--- config.mk ---
export PLATFORM = sky130hd
export DESIGN_NAME = load_store_queue
export DESIGN_NICKNAME = d
export VERILOG_FILES = /design/src/rtl/load_store_queue_pkg.sv /design/src/rtl/load_store_queue_fifo.sv /design/src/rtl/load_store_queue.sv
export SDC_FILE = /design/constraint.sdc
export NUM_CORES = 1
export LEC_CHECK = 0
export ABC_AREA = 1
export BUFFER_PORTS_ARGS = -buffer_cell sky130_fd_sc_hd__buf_2
export CELL_PAD_IN_SITES_DETAIL_PLACEMENT = 1
export CELL_PAD_IN_SITES_GLOBAL_PLACEMENT = 2
export CORE_UTILIZATION = 38
export CTS_BUF_LIST = sky130_fd_sc_hd__clkbuf_2
export CTS_CLUSTER_DIAMETER = 50
export DETAILED_ROUTE_END_ITERATION = 10
export PLACE_DENSITY = 0.89
export SYNTH_ARGS = -nofsm -noshare
export SYNTH_HDL_FRONTEND = slang
export SYNTH_SLANG_ARGS = --single-unit
--- constraint.sdc ---
create_clock -name clk_i -period 5.8 [get_ports clk_i]
set_input_delay 0.29 -clock clk_i [delete_from_list [all_inputs] [get_ports clk_i]]
set_output_delay 0.29 -clock clk_i [all_outputs]
set_load 0.1 [all_outputs]
--- src/rtl/load_store_queue_pkg.sv ---
// Shared types and constants for the in-order load/store queue.
package load_store_queue_pkg;

   typedef enum logic {
      LSQ_STATE_IDLE = 1'b0,
      LSQ_STATE_BUSY = 1'b1
   } lsq_state_e;

   localparam logic [1:0] LSU_SIZE_B = 2'b00;
   localparam logic [1:0] LSU_SIZE_H = 2'b01;
   localparam logic [1:0] LSU_SIZE_W = 2'b10;

   // funct3 bit that selects zero-extension on loads
   localparam int LSU_F3_UNSIGNED = 2;

   localparam int LSQ_XLEN = 32;

   typedef struct packed {
      logic                is_load;
      logic [2:0]          funct3;
      logic [4:0]          regd_addr;
      logic [LSQ_XLEN-1:0] regs2_data;
      logic [LSQ_XLEN-1:0] addr;
   } lsq_entry_t;

endpackage

--- src/rtl/load_store_queue_fifo.sv ---
// Synchronous FIFO; a push while full is accepted only when a pop happens on the same edge.
module load_store_queue_fifo #(
   parameter int C_WIDTH   = 8,
   parameter int C_DEPTH_X = 2
) (
   input  logic               clk_i,
   input  logic               resetb_i,
   input  logic               push_i,
   input  logic               pop_i,
   input  logic [C_WIDTH-1:0] wdata_i,
   output logic [C_WIDTH-1:0] rdata_o,
   output logic [C_DEPTH_X:0] count_o,
   output logic               full_o,
   output logic               empty_o
);

   localparam int unsigned DEPTH = 2**C_DEPTH_X;

   logic [C_WIDTH-1:0]   mem_q [DEPTH];
   logic [C_DEPTH_X-1:0] wr_ptr_q, rd_ptr_q;
   logic [C_DEPTH_X:0]   count_q;
   logic                 push_ok, pop_ok;

   assign full_o  = (count_q == (C_DEPTH_X+1)'(DEPTH));
   assign empty_o = (count_q == '0);
   assign pop_ok  = pop_i & ~empty_o;
   assign push_ok = push_i & (~full_o | pop_ok);
   assign rdata_o = mem_q[rd_ptr_q];
   assign count_o = count_q;

   always_ff @(posedge clk_i) begin
      if (!resetb_i) begin
         wr_ptr_q <= '0;
         rd_ptr_q <= '0;
         count_q  <= '0;
      end else begin
         if (push_ok) wr_ptr_q <= wr_ptr_q + 1'b1;
         if (pop_ok)  rd_ptr_q <= rd_ptr_q + 1'b1;
         case ({push_ok, pop_ok})
            2'b10:   count_q <= count_q + 1'b1;
            2'b01:   count_q <= count_q - 1'b1;
            default: count_q <= count_q;
         endcase
      end
   end

   always_ff @(posedge clk_i) begin
      if (push_ok) mem_q[wr_ptr_q] <= wdata_i;
   end

   always_ff @(posedge clk_i) begin
      if (resetb_i) begin
         assert (!(push_i && full_o && !pop_ok))
            else $error("lsq fifo: push dropped while full");
      end
   end

endmodule

--- src/rtl/load_store_queue.sv ---
// In-order load/store queue: buffers execute-stage accesses and issues them one at a
// time on a req/ack data-memory port, returning extended load data to the register file.
module load_store_queue
   import load_store_queue_pkg::*;
#(
   parameter int C_XLEN_X  = 5,
   parameter int C_XLEN    = 2**C_XLEN_X,
   parameter int C_DEPTH_X = 2
) (
   input  logic              clk_i,
   input  logic              resetb_i,
   input  logic              clk_en_i,
   input  logic              exs_lq_wr_i,
   input  logic              exs_sq_wr_i,
   input  logic [2:0]        exs_funct3_i,
   input  logic [4:0]        exs_regd_addr_i,
   input  logic [C_XLEN-1:0] exs_regs2_data_i,
   input  logic [C_XLEN-1:0] exs_addr_i,
   output logic              exs_full_o,
   output logic              lsq_empty_o,
   output logic              dmem_req_o,
   output logic              dmem_wr_o,
   output logic [C_XLEN-1:0] dmem_addr_o,
   output logic [3:0]        dmem_byte_en_o,
   output logic [C_XLEN-1:0] dmem_wdata_o,
   input  logic              dmem_ack_i,
   input  logic [C_XLEN-1:0] dmem_rdata_i,
   output logic              wb_regd_wr_o,
   output logic [4:0]        wb_regd_addr_o,
   output logic [C_XLEN-1:0] wb_regd_data_o
);

   localparam int ENTRY_W = $bits(lsq_entry_t);

   lsq_state_e         state_q;
   lsq_entry_t         push_entry, head;
   logic [ENTRY_W-1:0] head_raw;
   logic [C_DEPTH_X:0] count;
   logic               fifo_full, fifo_empty;
   logic               push, pop, busy, last_entry;
   logic               wb_regd_wr_q;
   logic [4:0]         wb_regd_addr_q;
   logic [C_XLEN-1:0]  wb_regd_data_q, wb_regd_data_d;

   function automatic logic [3:0] lane_be(input logic [1:0] size, input logic [1:0] off);
      case (size)
         LSU_SIZE_B: return 4'b0001 << off;
         LSU_SIZE_H: return 4'b0011 << {off[1], 1'b0};
         default:    return 4'b1111;
      endcase
   endfunction

   function automatic logic [C_XLEN-1:0] lane_wdata(input logic [1:0] size,
                                                    input logic [C_XLEN-1:0] d);
      case (size)
         LSU_SIZE_B: return {4{d[7:0]}};
         LSU_SIZE_H: return {2{d[15:0]}};
         default:    return d;
      endcase
   endfunction

   function automatic logic [C_XLEN-1:0] load_extend(input logic [2:0] f3, input logic [1:0] off,
                                                     input logic [C_XLEN-1:0] rdata);
      logic [C_XLEN-1:0] sh;
      logic              sx;
      sh = rdata >> {off, 3'b000};
      sx = ~f3[LSU_F3_UNSIGNED];
      case (f3[1:0])
         LSU_SIZE_B: return {{24{sx & sh[7]}}, sh[7:0]};
         LSU_SIZE_H: return {{16{sx & sh[15]}}, sh[15:0]};
         default:    return sh;
      endcase
   endfunction

   assign push       = clk_en_i & (exs_lq_wr_i | exs_sq_wr_i);
   assign busy       = (state_q == LSQ_STATE_BUSY);
   assign pop        = clk_en_i & busy & dmem_ack_i;
   assign last_entry = (count == (C_DEPTH_X+1)'(1));
   assign push_entry = '{is_load:    exs_lq_wr_i,
                         funct3:     exs_funct3_i,
                         regd_addr:  exs_regd_addr_i,
                         regs2_data: exs_regs2_data_i,
                         addr:       exs_addr_i};
   assign head       = lsq_entry_t'(head_raw);

   load_store_queue_fifo #(
      .C_WIDTH   (ENTRY_W),
      .C_DEPTH_X (C_DEPTH_X)
   ) u_fifo (
      .clk_i    (clk_i),
      .resetb_i (resetb_i),
      .push_i   (push),
      .pop_i    (pop),
      .wdata_i  (push_entry),
      .rdata_o  (head_raw),
      .count_o  (count),
      .full_o   (fifo_full),
      .empty_o  (fifo_empty)
   );

   // Memory port mirrors the head entry only while a transaction is outstanding
   assign dmem_req_o     = busy;
   assign dmem_wr_o      = busy & ~head.is_load;
   assign dmem_addr_o    = busy ? {head.addr[C_XLEN-1:2], 2'b00} : '0;
   assign dmem_byte_en_o = busy ? lane_be(head.funct3[1:0], head.addr[1:0]) : '0;
   assign dmem_wdata_o   = busy ? lane_wdata(head.funct3[1:0], head.regs2_data) : '0;

   assign exs_full_o     = fifo_full;
   assign lsq_empty_o    = fifo_empty & ~busy;
   assign wb_regd_data_d = load_extend(head.funct3, head.addr[1:0], dmem_rdata_i);

   always_ff @(posedge clk_i) begin
      if (!resetb_i) begin
         state_q        <= LSQ_STATE_IDLE;
         wb_regd_wr_q   <= 1'b0;
         wb_regd_addr_q <= '0;
         wb_regd_data_q <= '0;
      end else if (clk_en_i) begin
         wb_regd_wr_q <= 1'b0;
         case (state_q)
            LSQ_STATE_IDLE: begin
               if (!fifo_empty) state_q <= LSQ_STATE_BUSY;
            end
            LSQ_STATE_BUSY: begin
               if (dmem_ack_i) begin
                  if (head.is_load) begin
                     wb_regd_wr_q   <= 1'b1;
                     wb_regd_addr_q <= head.regd_addr;
                     wb_regd_data_q <= wb_regd_data_d;
                  end
                  if (last_entry && !push) state_q <= LSQ_STATE_IDLE;
               end
            end
            default: state_q <= LSQ_STATE_IDLE;
         endcase
      end
   end

   assign wb_regd_wr_o   = wb_regd_wr_q;
   assign wb_regd_addr_o = wb_regd_addr_q;
   assign wb_regd_data_o = wb_regd_data_q;

endmodule

# Word-level counts from Yosys, hierarchy flattened
# Memories as Yosys holds them, arrays and structs flattened. A register that Yosys moved wholly into a read port is not among the register bits.
# Cells that the tools add are included.
[word_totals]
reg_bits = 46
ramBits = 292
in_bits = 110
output_inout_bits = 110
word_cells = 60
n_memories = 1
[memory_table]
columns = ["memory", "depth", "word_bits", "rd", "rd_clocked_by_memory_dff", "wr", "line", "rtl"]
rows = [
  ["u_fifo.mem_q", 4, 73, 1, 1, 1, "load_store_queue_fifo.sv:19", "logic [C_WIDTH-1:0] mem_q [DEPTH];"],
]
[classes]
addsub = 4
n_eq_ne = 5
n_shift = 3
muxes = 18
bitwise_logic = 16
n_reduce_logical = 6
[ops]
columns = ["operator", "n"]
rows = [
  ["$pmux 32 s2", 2],
  ["$mux 32", 2],
  ["$shr 32x5->32", 1],
  ["$and 1x1->1", 9],
  ["$mux 1", 8],
  ["$pmux 4 s2", 1],
  ["$pmux 3 s2", 1],
  ["$not 1->1", 5],
  ["$add 2x1->2 const B", 2],
  ["$eq 2x1->1 const B", 2],
  ["$mux 2", 2],
  ["$mux 4", 1],
  ["$reduce_and 4->1", 1],
  ["$shl 1x2->4 const A", 1],
  ["$shl 2x2->4 const A", 1],
  ["$add 3x1->3 const B", 1],
  ["$eq 3x1->1 const B", 1],
  ["$eq 3x3->1 const B", 1],
  ["$logic_not 3->1", 1],
  ["$sub 3x1->3 const B", 1],
  ["$eq 2x2->1 const B", 1],
  ["$logic_not 2->1", 1],
  ["$or 1x1->1", 2],
  ["$pmux 1 s2", 1],
  ["3 further kinds", 3],
]

# Depth between registers and ports, before layout
[logic_depth]
word_depth = 7
depth_mapped = 13
mapped_depth_nobuf = 11

# Hierarchy
# A second synthesis with hierarchy kept.
[hier_totals]
cells_unflattened = 1326
hier_area_um2 = 14336.2
[modules_own_cells]
columns = ["module", "n_inst", "cells_per_inst", "area_per_inst_um2"]
rows = [
  ["load_store_queue_fifo", 1, 780, 11337.1],
  ["load_store_queue", 1, 546, 2999.1],
]

# Worst setup path before layout
# OpenSTA, ideal clock, no wires.
[synth_timing]
path_type = "register to register"
from = "register state_q (netlist: dmem_req_o)"
to = "memory u_fifo.mem_q[0][0] (netlist name), enable pin"
setup_time_ns = 0.505
arrival_ns = 4.727
t_required_ns = 5.295
slack_ns = 0.568
path_stages_with_launch = 5
path_buffers = 0
period_less_slack_ns = 5.232
cell_sequence = "dfxtp_1 nand2_1 nor2_1 o221ai_1 nor2_1"
[synth_via]
elab_chain_len = 7
[synth_rtl]
columns = ["element", "line", "rtl"]
rows = [
  ["from (decl)", "load_store_queue.sv:35", "lsq_state_e state_q;"],
  ["from (signal assigned)", "load_store_queue.sv:114", "state_q <= LSQ_STATE_IDLE;"],
  ["from (signal assigned)", "load_store_queue.sv:122", "if (!fifo_empty) state_q <= LSQ_STATE_BUSY;"],
  ["from (signal assigned)", "load_store_queue.sv:131", "if (last_entry && !push) state_q <= LSQ_STATE_IDLE;"],
  ["$and 1x1->1 (2 in series)", "load_store_queue.sv:77", "assign pop = clk_en_i & busy & dmem_ack_i;"],
  ["$and 1x1->1", "load_store_queue_fifo.sv:26", "assign pop_ok = pop_i & ~empty_o;"],
  ["$or 1x1->1", "load_store_queue_fifo.sv:27", "assign push_ok = push_i & (~full_o | pop_ok);"],
  ["$and 1x1->1", "load_store_queue_fifo.sv:27", ""],
  ["$mux 1", "load_store_queue_fifo.sv:48", "if (push_ok) mem_q[wr_ptr_q] <= wdata_i;"],
  ["$mux 1 (implied by the code)", "load_store_queue_fifo.sv:48", ""],
  ["to (decl)", "load_store_queue_fifo.sv:19", ""],
]
# No other way between the ends.

==> impl_summary.md <==
Run status
The run finished with clean final reports.

Synth
The register area share after synthesis is 68.3%. The synthesized netlist devotes less than 1% of its cell area to adder and majority cells. The async set or reset register ratio after synthesis is 0%.

The number of storage elements in the synthesis netlist is 340. The cell count after synthesis came out at between 1k and 1.5k. The prevailing post-synth register cell is edfxtp_1.

After synthesis, the cell types taking the most area are edfxtp_1 62%, dfxtp_1 6.7%, nor2_1 6.6%, o21ai_0 5.0%, nand2_1 4.4%. The top cell type by total area after synthesis is edfxtp_1. The number of library cell types mapped by synthesis is 33. The commonest cells after synthesis are 292 x edfxtp_1, 251 x nor2_1, 167 x nand2_1.

The simple-gate portion of the synthesized area is 14.4%. The count of flip-flops with a built-in enable after synthesis is approximately 290. The synthesized netlist devotes about an eighth of its cell area to compound gates. The most repeated cell in the gate-level netlist after synthesis is edfxtp_1. The synthesized netlist occupies a cell area of between 0.01 and 0.015 mm². The number of warning messages in the yosys log is 0. The proportion of netlist area held by the largest area contributor is about three fifths.

After Yosys synthesis, XOR and XNOR cells account for less than 1% of the synthesized area. After synthesis, the largest family of logic cells by area is simple AND/OR/NAND/NOR gates. Dividing the synthesized area by the synthesized cell count gives 10.9 µm². The post-synthesis mux area share is 0%.

Worst setup path
STA classifies the critical path startpoint as a flop. In this design, the critical path's most frequently occurring cell is nand3_1. The delay contributed by the slowest stage of the critical path is ~0.93 ns. The kind of capture point of the worst setup path is a flop. Of all nets on the critical path, the largest fanout is 80.

Walking the worst path, the cells encountered are inv_4, nand2_1, nand3_1, nand2_4, nand2_1, nand3_1, dlygate4sd3_1, nand3_1, dlygate4sd3_1, nand3_1, nand2_1, dlygate4sd3_1, inv_1. The critical setup path kind is reg2reg. At the worst endpoint, the required time is 6.65 ns. The arrival time of the worst setup path is around 6.1 ns.

The largest individual stage delay along the critical path comes from the cell dfxtp_4.

Clocking
The H-tree was split into 3 levels. The clock net sink count is 340. The later pin in the worst-skew pair is clocked with a latency of roughly 0.96 ns. The total clock buffers created by CTS is 89.

The CTS tree is built. Counting along the longest clock path gives a buffer depth of 3. The clock slew at the register clock pins of the worst setup and hold paths is approximately 0.10 ns. The root buffer cell is clkbuf_2.

Placement
Timing analysis after detailed placement gives a worst setup slack of 1.48 ns. Summed over all nets, the half-perimeter wirelength after detailed placement is approximately 25 mm. The number of port buffers is between 200 and 250. The placer congestion estimate is 0.851.

Global route
The number of global-route vias before repair was 12.3k. Entering global routing, the biggest net connects 84 pins. Summed over all layers, the global routing overflow is 0. In the global route stage, overall resource usage came out at a little under a quarter. The first global-routing pass estimated between 60 and 70 mm of wire.

The initial antenna violation count was 6.

STA
The final hold slack is slightly below 0.1 ns. After routing, the total negative slack on setup checks comes to 0 ns. The minimum period implied by the final worst setup slack is around 5.3 ns. The setup slack after layout is between 0.5 and 0.6 ns. Setup violations remaining at the end of the flow were counted as 0. For the pin with the worst max-slew slack, the measured transition is between 1 and 1.5 ns. Based on the critical path, the design can be clocked at up to 190 MHz. The final critical-path share of the clock period is roughly nine tenths.

The worst-case headroom to the max-slew limit is about a quarter. Setup repair after global routing left no endpoint under its margin. The total count of max-transition violations in the final report is 0. The hold violation total from the final report is 0. The clock arrives with between 0.08 and 0.09 ns of skew.

Route
Once detail routing completed, the nets flagged for antenna violations numbered 0. The first-pass detailed-route iteration total is 5. The sum of routed wire length over all layers is around 43 mm. The average routed wire per standard cell is 19.5 µm. After detailed routing, the number of vias per cell comes to between 5 and 6. The count of vias placed by the detailed router is 11.6k.

The number of remaining DRC errors is 0. The detailed router finished its first iteration with a little over 700 violations.

Pwr
For this design the ratio of total power to cell area is slightly below 300 mW/mm². The total chip power is 0.00525 W. The worst ir drop on vdd is around 0.00017 V. The static leakage is 7.36 nW.

Finish
The area taken by multi-input logic gates is about 0.0039 mm². The post-route netlist has 22.2% of its cells at a drive strength greater than 1. The layout net count is between 1.5k and 2k. The layout filler cell count is between 4k and 5k. Summing all flip-flop and latch instances after layout gives roughly 0.0097 mm². The area overhead of the layout relative to synthesis is 26.3%.

The final core utilization is just under 50%.

Floorplan
220 I/O pins were placed. The number of standard-cell rows in the floorplan is 70. The floorplan die height is slightly below 200 µm. The floorplan step defined a die boundary enclosing roughly 0.038 mm².

The initial core utilization is 38.7%. The die is a little under 200 µm wide. The core footprint is 0.0368 mm².

Min path
The classification of the worst-slack hold path is in2reg.

Flow run
The number of max-cap violations is 0.
==> final timing paths <==
check | slack (ns) | depth (start not counted) | start | end
worst max-delay path | 0.54 | 13 | flop | wb_regd_data_o[8]
worst min-delay path | 0.1 | 2 | exs_addr_i[22] | u_fifo.mem_q[2][22]
worst max register to register | 0.54 | 13 | flop | wb_regd_data_o[8]
worst min register to register | 0.46 | 2 | wb_regd_wr_o | wb_regd_wr_o
==> critical path, delay by kind of cell, from the launching register on <==
kind,cells,cell delay [ns]
and+or+nand+nor,8,1.99
DFF,1,0.93
buffers and inverters,5,2.28
==> kinds of logic after synthesis <==
logic type / count (synthesis)
buffers and inverters: 142
XOR/XNOR: 2
adder cells (fa/ha/maj): 9
other: 1
AND/OR/NAND/NOR: 508
AO/OA/AOI/OAI: 304
flip-flops: 340
==> flip-flops by register name (all words and copies together) (netlist names), named ones only <==
signal	count
dmem_req_o	1
u_fifo.count_o	3
u_fifo.mem_q	292
u_fifo.rd_ptr_q	2
u_fifo.wr_ptr_q	2
wb_regd_addr_o	5
wb_regd_data_o	32
wb_regd_wr_o	1
==> where the power goes <==
| group | internal, W | leakage (nW) | switching, W |
|---|---|---|---|
| sequential | 0.00275 | 3.06 | 0.0000337 |
| clock | 0.000614 | 0.592 | 0.000971 |
| combinational | 0.000223 | 3.72 | 0.000657 |
| total | 0.00358 | 7.36 | 0.00166 |
==> layout by cell type (no fill, tap or decap), drive strengths merged <==
cell type    synthesis  layout
a211oi               1       1
a21oi               66      66
a22oi                1       1
a32o                 8       8
and2                 7       7
buf                 42     228
clkbuf              42     135
clkinv               0      10
clkinvlp             0       2
conb                 1       2
dfxtp               48      48
diode                0       6
dlygate4sd3          0     154
edfxtp             292     292
ha                   9       9
inv                 58      61
nand2              173     173
nand3               74      74
nor2               252     252
nor3                 1       1
nor4                 1       1
o211ai               1       1
o21a                24      24
o21ai              167     167
o21bai               7       7
o221ai               8       8
o22a                 8       8
o22ai               13      13
xor2                 2       2
==> metrics by stage <==
stage / cell area [µm²] / instances
2_1_floorplan: 14300 / 1307
3_3_place_gp: 15700 / 1919
3_5_place_dp: 15700 / 1919
4_1_cts: 18000 / 2223
5_1_grt: 18000 / 2228
6_report: 18000 / 2229
==> layer usage <==
metal	up-vias	global-route usage [%]	part of all wire, %
li1	5393	-	-
met1	5649	27.5	41
met2	392	39.2	49
met3	118	4.85	5.7
met4	2	10.2	3.5
met5	-	0	0.030
==> final cells by class <==
| type | count | area share (%) |
|---|---|---|
| well taps | 468 | 3.25 |
| clock inverters | 15 | 0.417 |
| repair buffers | 382 | 15.3 |
| flip-flops and latches | 340 | 54.1 |
| clock buffers | 135 | 3.75 |
| diodes | 6 | 0.0834 |
| inverters | 58 | 1.22 |
| multi-input cells | 825 | 21.9 |
==> timing repair <==
action | in CTS | in global routing
gates resized for setup | 0 | 1
hold buffers | 154 | 0
setup buffers | 0 | 0
setup endpoints to repair | 0 | 1
endpoints found under the hold margin | 345 | 0
Power figures use the tool's default switching activity.
